[config.mk]
export PLATFORM = sky130hd
export DESIGN_NAME = timing_cfg_loader
export DESIGN_NICKNAME = d
export VERILOG_FILES = /design/src/rtl/timing_cfg_loader.sv
export SDC_FILE = /design/constraint.sdc
export NUM_CORES = 1
export LEC_CHECK = 0
export CAP_MARGIN = 20
export CORE_ASPECT_RATIO = 1.4
export CORE_MARGIN = 2
export CORE_UTILIZATION = 25
export CTS_CLUSTER_DIAMETER = 30
export DETAILED_ROUTE_END_ITERATION = 8
export DONT_BUFFER_PORTS = 1
export PLACE_DENSITY_LB_ADDON = 0.3
export SLEW_MARGIN = 20
export SYNTH_ARGS = -nofsm -noshare
export SYNTH_HDL_FRONTEND = slang
export SYNTH_SLANG_ARGS = --single-unit
[constraint.sdc]
create_clock -name clk -period 2.5 [get_ports clk]
set_input_delay 0.5 -clock clk [delete_from_list [all_inputs] [get_ports clk]]
set_output_delay 0.5 -clock clk [all_outputs]
set_load 0.02 [all_outputs]
[src/rtl/timing_cfg_loader.sv]
// Byte-stream loader for pulse/sweep/trigger/calibration timing registers.
// Frames are sync-hunted, checksummed and range-checked before applying.
module timing_cfg_loader #(
    parameter logic [7:0]  HDR0        = 8'hAA,
    parameter logic [7:0]  HDR1        = 8'h55,
    parameter logic [7:0]  CMD_TIMING  = 8'h01,
    parameter int unsigned GAP_TIMEOUT = 100000,
    parameter logic [31:0] DEF_PULSE   = 32'd100,
    parameter logic [31:0] DEF_SWEEP   = 32'd1000,
    parameter logic [31:0] DEF_YS      = 32'd0,
    parameter logic [63:0] DEF_CT      = 64'd0
) (
    input  logic        clk,
    input  logic        rst,
    input  logic [7:0]  rx_data,
    input  logic        rx_valid,
    output logic [31:0] pulse_clock_num,
    output logic [31:0] sweep_clock_num,
    output logic [31:0] ys_clock_num,
    output logic [63:0] ct_clock_num,
    output logic        update,
    output logic        cfg_err,
    output logic [1:0]  err_code,
    output logic        busy
);

    typedef enum logic [2:0] {
        S_HUNT0,
        S_HUNT1,
        S_CMD,
        S_PAYLOAD,
        S_CHK,
        S_APPLY
    } state_t;

    state_t         state_q, state_d;
    logic [4:0]     idx_q, idx_d;
    logic [7:0]     csum_q, csum_d;
    logic [159:0]   stage_q, stage_d;
    logic [31:0]    gap_q, gap_d;
    logic [31:0]    pulse_q, pulse_d;
    logic [31:0]    sweep_q, sweep_d;
    logic [31:0]    ys_q, ys_d;
    logic [63:0]    ct_q, ct_d;
    logic           update_q, update_d;
    logic           cfg_err_q, cfg_err_d;
    logic [1:0]     err_code_q, err_code_d;
    logic           pend_q, pend_d;
    logic [1:0]     pend_code_q, pend_code_d;

    logic [31:0]    st_pulse, st_sweep, st_ys;
    logic [63:0]    st_ct;
    logic           range_ok;
    logic           timeout;

    assign st_pulse = stage_q[159:128];
    assign st_sweep = stage_q[127:96];
    assign st_ys    = stage_q[95:64];
    assign st_ct    = stage_q[63:0];

    assign range_ok = (st_pulse != 32'd0) && (st_sweep != 32'd0) &&
                      (st_pulse < st_sweep);

    assign timeout = (state_q != S_HUNT0) &&
                     (gap_q == 32'(GAP_TIMEOUT));

    always_comb begin
        state_d     = state_q;
        idx_d       = idx_q;
        csum_d      = csum_q;
        stage_d     = stage_q;
        pulse_d     = pulse_q;
        sweep_d     = sweep_q;
        ys_d        = ys_q;
        ct_d        = ct_q;
        update_d    = 1'b0;
        pend_d      = 1'b0;
        pend_code_d = pend_code_q;
        // Rejections are delayed one cycle so cfg_err lines up with update.
        cfg_err_d   = pend_q;
        err_code_d  = pend_q ? pend_code_q : err_code_q;

        if (state_q == S_HUNT0 || rx_valid) begin
            gap_d = 32'd0;
        end else begin
            gap_d = gap_q + 32'd1;
        end

        if (timeout) begin
            state_d = S_HUNT0;
            gap_d   = 32'd0;
        end else begin
            unique case (state_q)
                S_HUNT0: begin
                    if (rx_valid && rx_data == HDR0) begin
                        state_d = S_HUNT1;
                    end
                end
                S_HUNT1: begin
                    if (rx_valid) begin
                        if (rx_data == HDR1) begin
                            state_d = S_CMD;
                        end else if (rx_data != HDR0) begin
                            state_d = S_HUNT0;
                        end
                    end
                end
                S_CMD: begin
                    if (rx_valid) begin
                        if (rx_data == CMD_TIMING) begin
                            state_d = S_PAYLOAD;
                            idx_d   = 5'd0;
                            csum_d  = rx_data;
                        end else begin
                            state_d     = S_HUNT0;
                            pend_d      = 1'b1;
                            pend_code_d = 2'd1;
                        end
                    end
                end
                S_PAYLOAD: begin
                    if (rx_valid) begin
                        stage_d = {stage_q[151:0], rx_data};
                        csum_d  = csum_q ^ rx_data;
                        if (idx_q == 5'd19) begin
                            state_d = S_CHK;
                        end else begin
                            idx_d = idx_q + 5'd1;
                        end
                    end
                end
                S_CHK: begin
                    if (rx_valid) begin
                        if (rx_data != csum_q) begin
                            state_d     = S_HUNT0;
                            pend_d      = 1'b1;
                            pend_code_d = 2'd2;
                        end else if (!range_ok) begin
                            state_d     = S_HUNT0;
                            pend_d      = 1'b1;
                            pend_code_d = 2'd3;
                        end else begin
                            state_d = S_APPLY;
                        end
                    end
                end
                S_APPLY: begin
                    pulse_d  = st_pulse;
                    sweep_d  = st_sweep;
                    ys_d     = st_ys;
                    ct_d     = st_ct;
                    update_d = 1'b1;
                    state_d  = S_HUNT0;
                end
                default: begin
                    state_d = S_HUNT0;
                end
            endcase
        end
    end

    always_ff @(posedge clk) begin
        if (!rst) begin
            state_q     <= S_HUNT0;
            idx_q       <= 5'd0;
            csum_q      <= 8'd0;
            stage_q     <= 160'd0;
            gap_q       <= 32'd0;
            pulse_q     <= DEF_PULSE;
            sweep_q     <= DEF_SWEEP;
            ys_q        <= DEF_YS;
            ct_q        <= DEF_CT;
            update_q    <= 1'b0;
            cfg_err_q   <= 1'b0;
            err_code_q  <= 2'd0;
            pend_q      <= 1'b0;
            pend_code_q <= 2'd0;
        end else begin
            state_q     <= state_d;
            idx_q       <= idx_d;
            csum_q      <= csum_d;
            stage_q     <= stage_d;
            gap_q       <= gap_d;
            pulse_q     <= pulse_d;
            sweep_q     <= sweep_d;
            ys_q        <= ys_d;
            ct_q        <= ct_d;
            update_q    <= update_d;
            cfg_err_q   <= cfg_err_d;
            err_code_q  <= err_code_d;
            pend_q      <= pend_d;
            pend_code_q <= pend_code_d;
        end
    end

    assign pulse_clock_num = pulse_q;
    assign sweep_clock_num = sweep_q;
    assign ys_clock_num    = ys_q;
    assign ct_clock_num    = ct_q;
    assign update          = update_q;
    assign cfg_err         = cfg_err_q;
    assign err_code        = err_code_q;
    assign busy            = (state_q != S_HUNT0);

endmodule

==> reports/results.tsv <==
metric	value	unit
ir_drop	0.459	mV
place_worst_setup_slack	-0.0282	ns
cts_buffers	90	
vias	12854	
outcome	completed	
overflow	0	
crit_path_max_incr_delay	0.51	ns
critPathMaxFanout	9	
power_per_cell_area	887	nW/um2
p_sw_share	21.3	%
cp-end-kind	flop	
ant_nets	0	
critPathSlowestCell	or4b_1	
skew	0.0432	ns
grt_pass1_vias	13203	
die_h	299	um
period_minus_slack	2.43	ns
yosys-top-cells-area	dfxtp_1 (48%), nand2_1 (16%), a21boi_0 (10%)	
hpwl	31.8	mm
synth_cell_type_count	55	
crit_path_end	csum_q[5]$_SDFFE_PN0P_	
yosysSeqAreaShare	48.3	%
r2r_cells	7	
fin_area	20300	um2
worst_r2r_endpoint	csum_q[5]$_SDFFE_PN0P_	
n_fill_cell	6431	
avgSynthCellArea	8.39	um2
globalplace.congestion	0.813	
synthCells	1853	
maxSlewHeadroom	39.1	%
start_kind	flop	
drt_iter0_markers	629	
rsz0062_at_grt	true	
antenna_cells	0	
crit_type	reg2reg	
maxSlewViolCount	0	
synthesis.nets	1898	
grt_start_max_net_pins	334	
track_usage	15.0	%
cts_tree	done	
viasPerCell	4.53	
fmax	411	MHz
drive_above_1_share	13.3	%
whs	0.0861	ns
port_buffers	0	
yosysTopAreaCellShare	48.3	%
ctsLongestPathBuffers	3	
clockRootBuffer	clkbuf_16	
dpl.cell_count	2645	
setup_slack	0.0691	ns
antenna_found_initial	0	
wl_per_cell	17.5	um
drt-pass1-iter-count	5	
hold_viol	0	
htree_num_levels	3	
hp-class	in2reg	
syn_to_final_growth	30.5	%
synth-edff-count	0	
combPwrFrac	0.6	%
p_sw	3.84	mW
ios	176	
worstPathCellList	or4b_1, or3_4, o311a_1, buf_4, and3_1, xnor2_1, and2_1	
setup_viol	0	
clkTransAtPathRegs	0.05	ns
timing.rr.start	gap_q[13]$_SDFF_PP0_	
ys_ff_latch	375	
ys.warnings.count	0	
clk-insertion-delay-late	0.64	ns
crit_path_start	gap_q[13]$_SDFF_PP0_	
fin_cells	2840	
crit_required	2.98	ns
start_util	25.2	%
synth.cell_area	15500	um2
sequentialPowerShare	33.3	%
leakage	7.05	nW
num_rows	108	
cp.arrival	2.91	ns
post-synth-top-area-cell	dfxtp_1	
wl	49.8	mm
layout.nets	1983	
async_reset_ff_share	0	%
synth_flop_cell	dfxtp_1	
core	61800	um2
die_area	64200	um2
clock-sinks	375	
remaining_drc_errors	0	
rrSetupSlack	0.07	ns
utilization	32.9	%
die_w	215	um
grt_first_pass_wirelength	75.5	mm
finalCritPeriodShare	97.2	%
p_int	14.2	mW
tightest_slew	0.914	ns
place_area	16800	um2
p_clk_share	66.1	%
cap_violations	0	
==> worst max-delay path, delay by kind of cell, from the launching register on <==
kind                   cells  cell delay, ns
AND/OR/NAND/NOR            4            1.21
AO/OA/AOI/OAI              1            0.45
flip-flops                 1            0.30
buffers and inverters      1            0.20
XOR/XNOR                   1            0.12
==> logic make-up after synthesis <==
| group | share of synthesized area [%] |
|---|---|
| simple gates | 22.7 |
| fa+ha+maj | 2.74 |
| xor+xnor | 2.76 |
| flops | 48.3 |
| buf+inv | 5.26 |
| mux | 0.258 |
| compound gates | 18.0 |
==> worst min-delay path by stage <==
stage / slack [ns] / cells after the start / startpoint / end
after detailed placement: 0.45 / 1 / gap_q[0]$_SDFF_PP0_ / gap_q[0]$_SDFF_PP0_
after global placement: 0.44 / 1 / gap_q[0]$_SDFF_PP0_ / gap_q[0]$_SDFF_PP0_
after CTS: 0.002 / 1 / rst / ys_clock_num[3]$_SDFFE_PN0P_
after floorplan: 0.43 / 1 / gap_q[0]$_SDFF_PP0_ / gap_q[0]$_SDFF_PP0_
final: 0.09 / 1 / rst / ys_clock_num[11]$_SDFFE_PN0P_
after global routing: 0.02 / 1 / rst / ys_clock_num[15]$_SDFFE_PN0P_
==> per-stage QoR <==
step | TNS, ns | power [mW]
detailed placement | -0.101 | 6.20
finish | 0 | 18.0
global placement | 0 | 6.20
global route | -0.502 | 18.6
CTS | 0 | 18.3
floorplan | 0 | 6.24
==> cell usage after synthesis (3+ instances only) <==
cell type    n
o21ai_0     12
mux2i_1      4
clkbuf_1    70
nor2b_1      5
inv_1       42
nor2_1      56
and3_1      12
a21boi_0   212
nor3_1      16
or3_1        6
buf_6       23
dfxtp_1    375
buf_4        4
ha_1        34
o21a_1       4
a21boi_1   101
buf_2       21
xnor2_1     28
nand2_1    660
a21o_1       6
nand3_1     19
nand4_1     19
a21oi_1     16
o211ai_1     7
nor4_1      26
and4_1       3
and2_1      11
nand2b_1     3
xor2_1      21
==> power by group through the flow <==
stage	Sequential, mW	Combinational, mW	Clock [mW]
global placement	6.11	0.0873	0
global route	5.99	0.115	12.5
finish	6.00	0.115	11.9
floorplan	6.11	0.136	0
detailed placement	6.11	0.0878	0
CTS	6.00	0.110	12.2
==> timing repair <==
action,in CTS,in global routing
hold endpoints to repair,12,0
pin swaps,0,3
hold buffers,10,0
gates cloned,1,4
gates resized for setup,3,24
setup buffers,6,5
setup endpoints to repair,14,305
==> layer usage <==
metal	global-route usage [%]	up-vias	routed length, um
li1	-	6329	-
met5	0	-	0
met1	16.2	6098	19600
met4	6.89	0	1640
met3	3.70	105	2930
met2	27.3	322	25700
==> state kept, by name, indices dropped and copies added (netlist names) <==
signal / cells
stage_q: 160
ct_clock_num: 64
gap_q: 32
pulse_clock_num: 32
sweep_clock_num: 32
ys_clock_num: 32
csum_q: 8
idx_q: 5
state_q: 3
err_code: 2
pend_code_q: 2
cfg_err: 1
cfg_err_d: 1
update: 1
==> layout by cell type, fill, tap and decap left out, types with 4 or more instances in the layout <==
cell           Yosys  routed
inv_1             42      42
ha_1              34      34
nand4_1           19      19
and2_1            11      11
dfxtp_1          375     375
nand2_1          660     658
a21oi_1           16      16
buf_4              4      81
clkinv_2           0      18
a21boi_1         101     113
nor2_1            56      56
buf_12             0      10
bufinv_16          0       9
nand3_1           19      19
nor2b_1            5       5
or3_1              6       5
clkbuf_1          70      13
nor4_1            26      23
xor2_1            21      21
o21ai_0           12      12
clkbuf_8           0      14
dlygate4sd3_1      0      10
o21a_1             4       4
and3_1            12      12
xnor2_1           28      28
nor3_1            16      15
a21boi_0         212     200
mux2i_1            4       4
o211ai_1           7       7
clkinvlp_4         0      15
a21o_1             6       6
clkbuf_16          0      96
==> cell type report <==
type | instances | area (um2) | share of cell area [%]
clock buffer | 119 | 2540 | 12.5
tap | 825 | 1030 | 5.09
sequential | 375 | 7510 | 37.0
timing repair buffer | 111 | 1150 | 5.67
clock inverter | 50 | 608 | 3.00
multi-input combinational | 1317 | 7290 | 35.9
inverter | 43 | 161 | 0.795
Power figures use the tool's default switching activity.
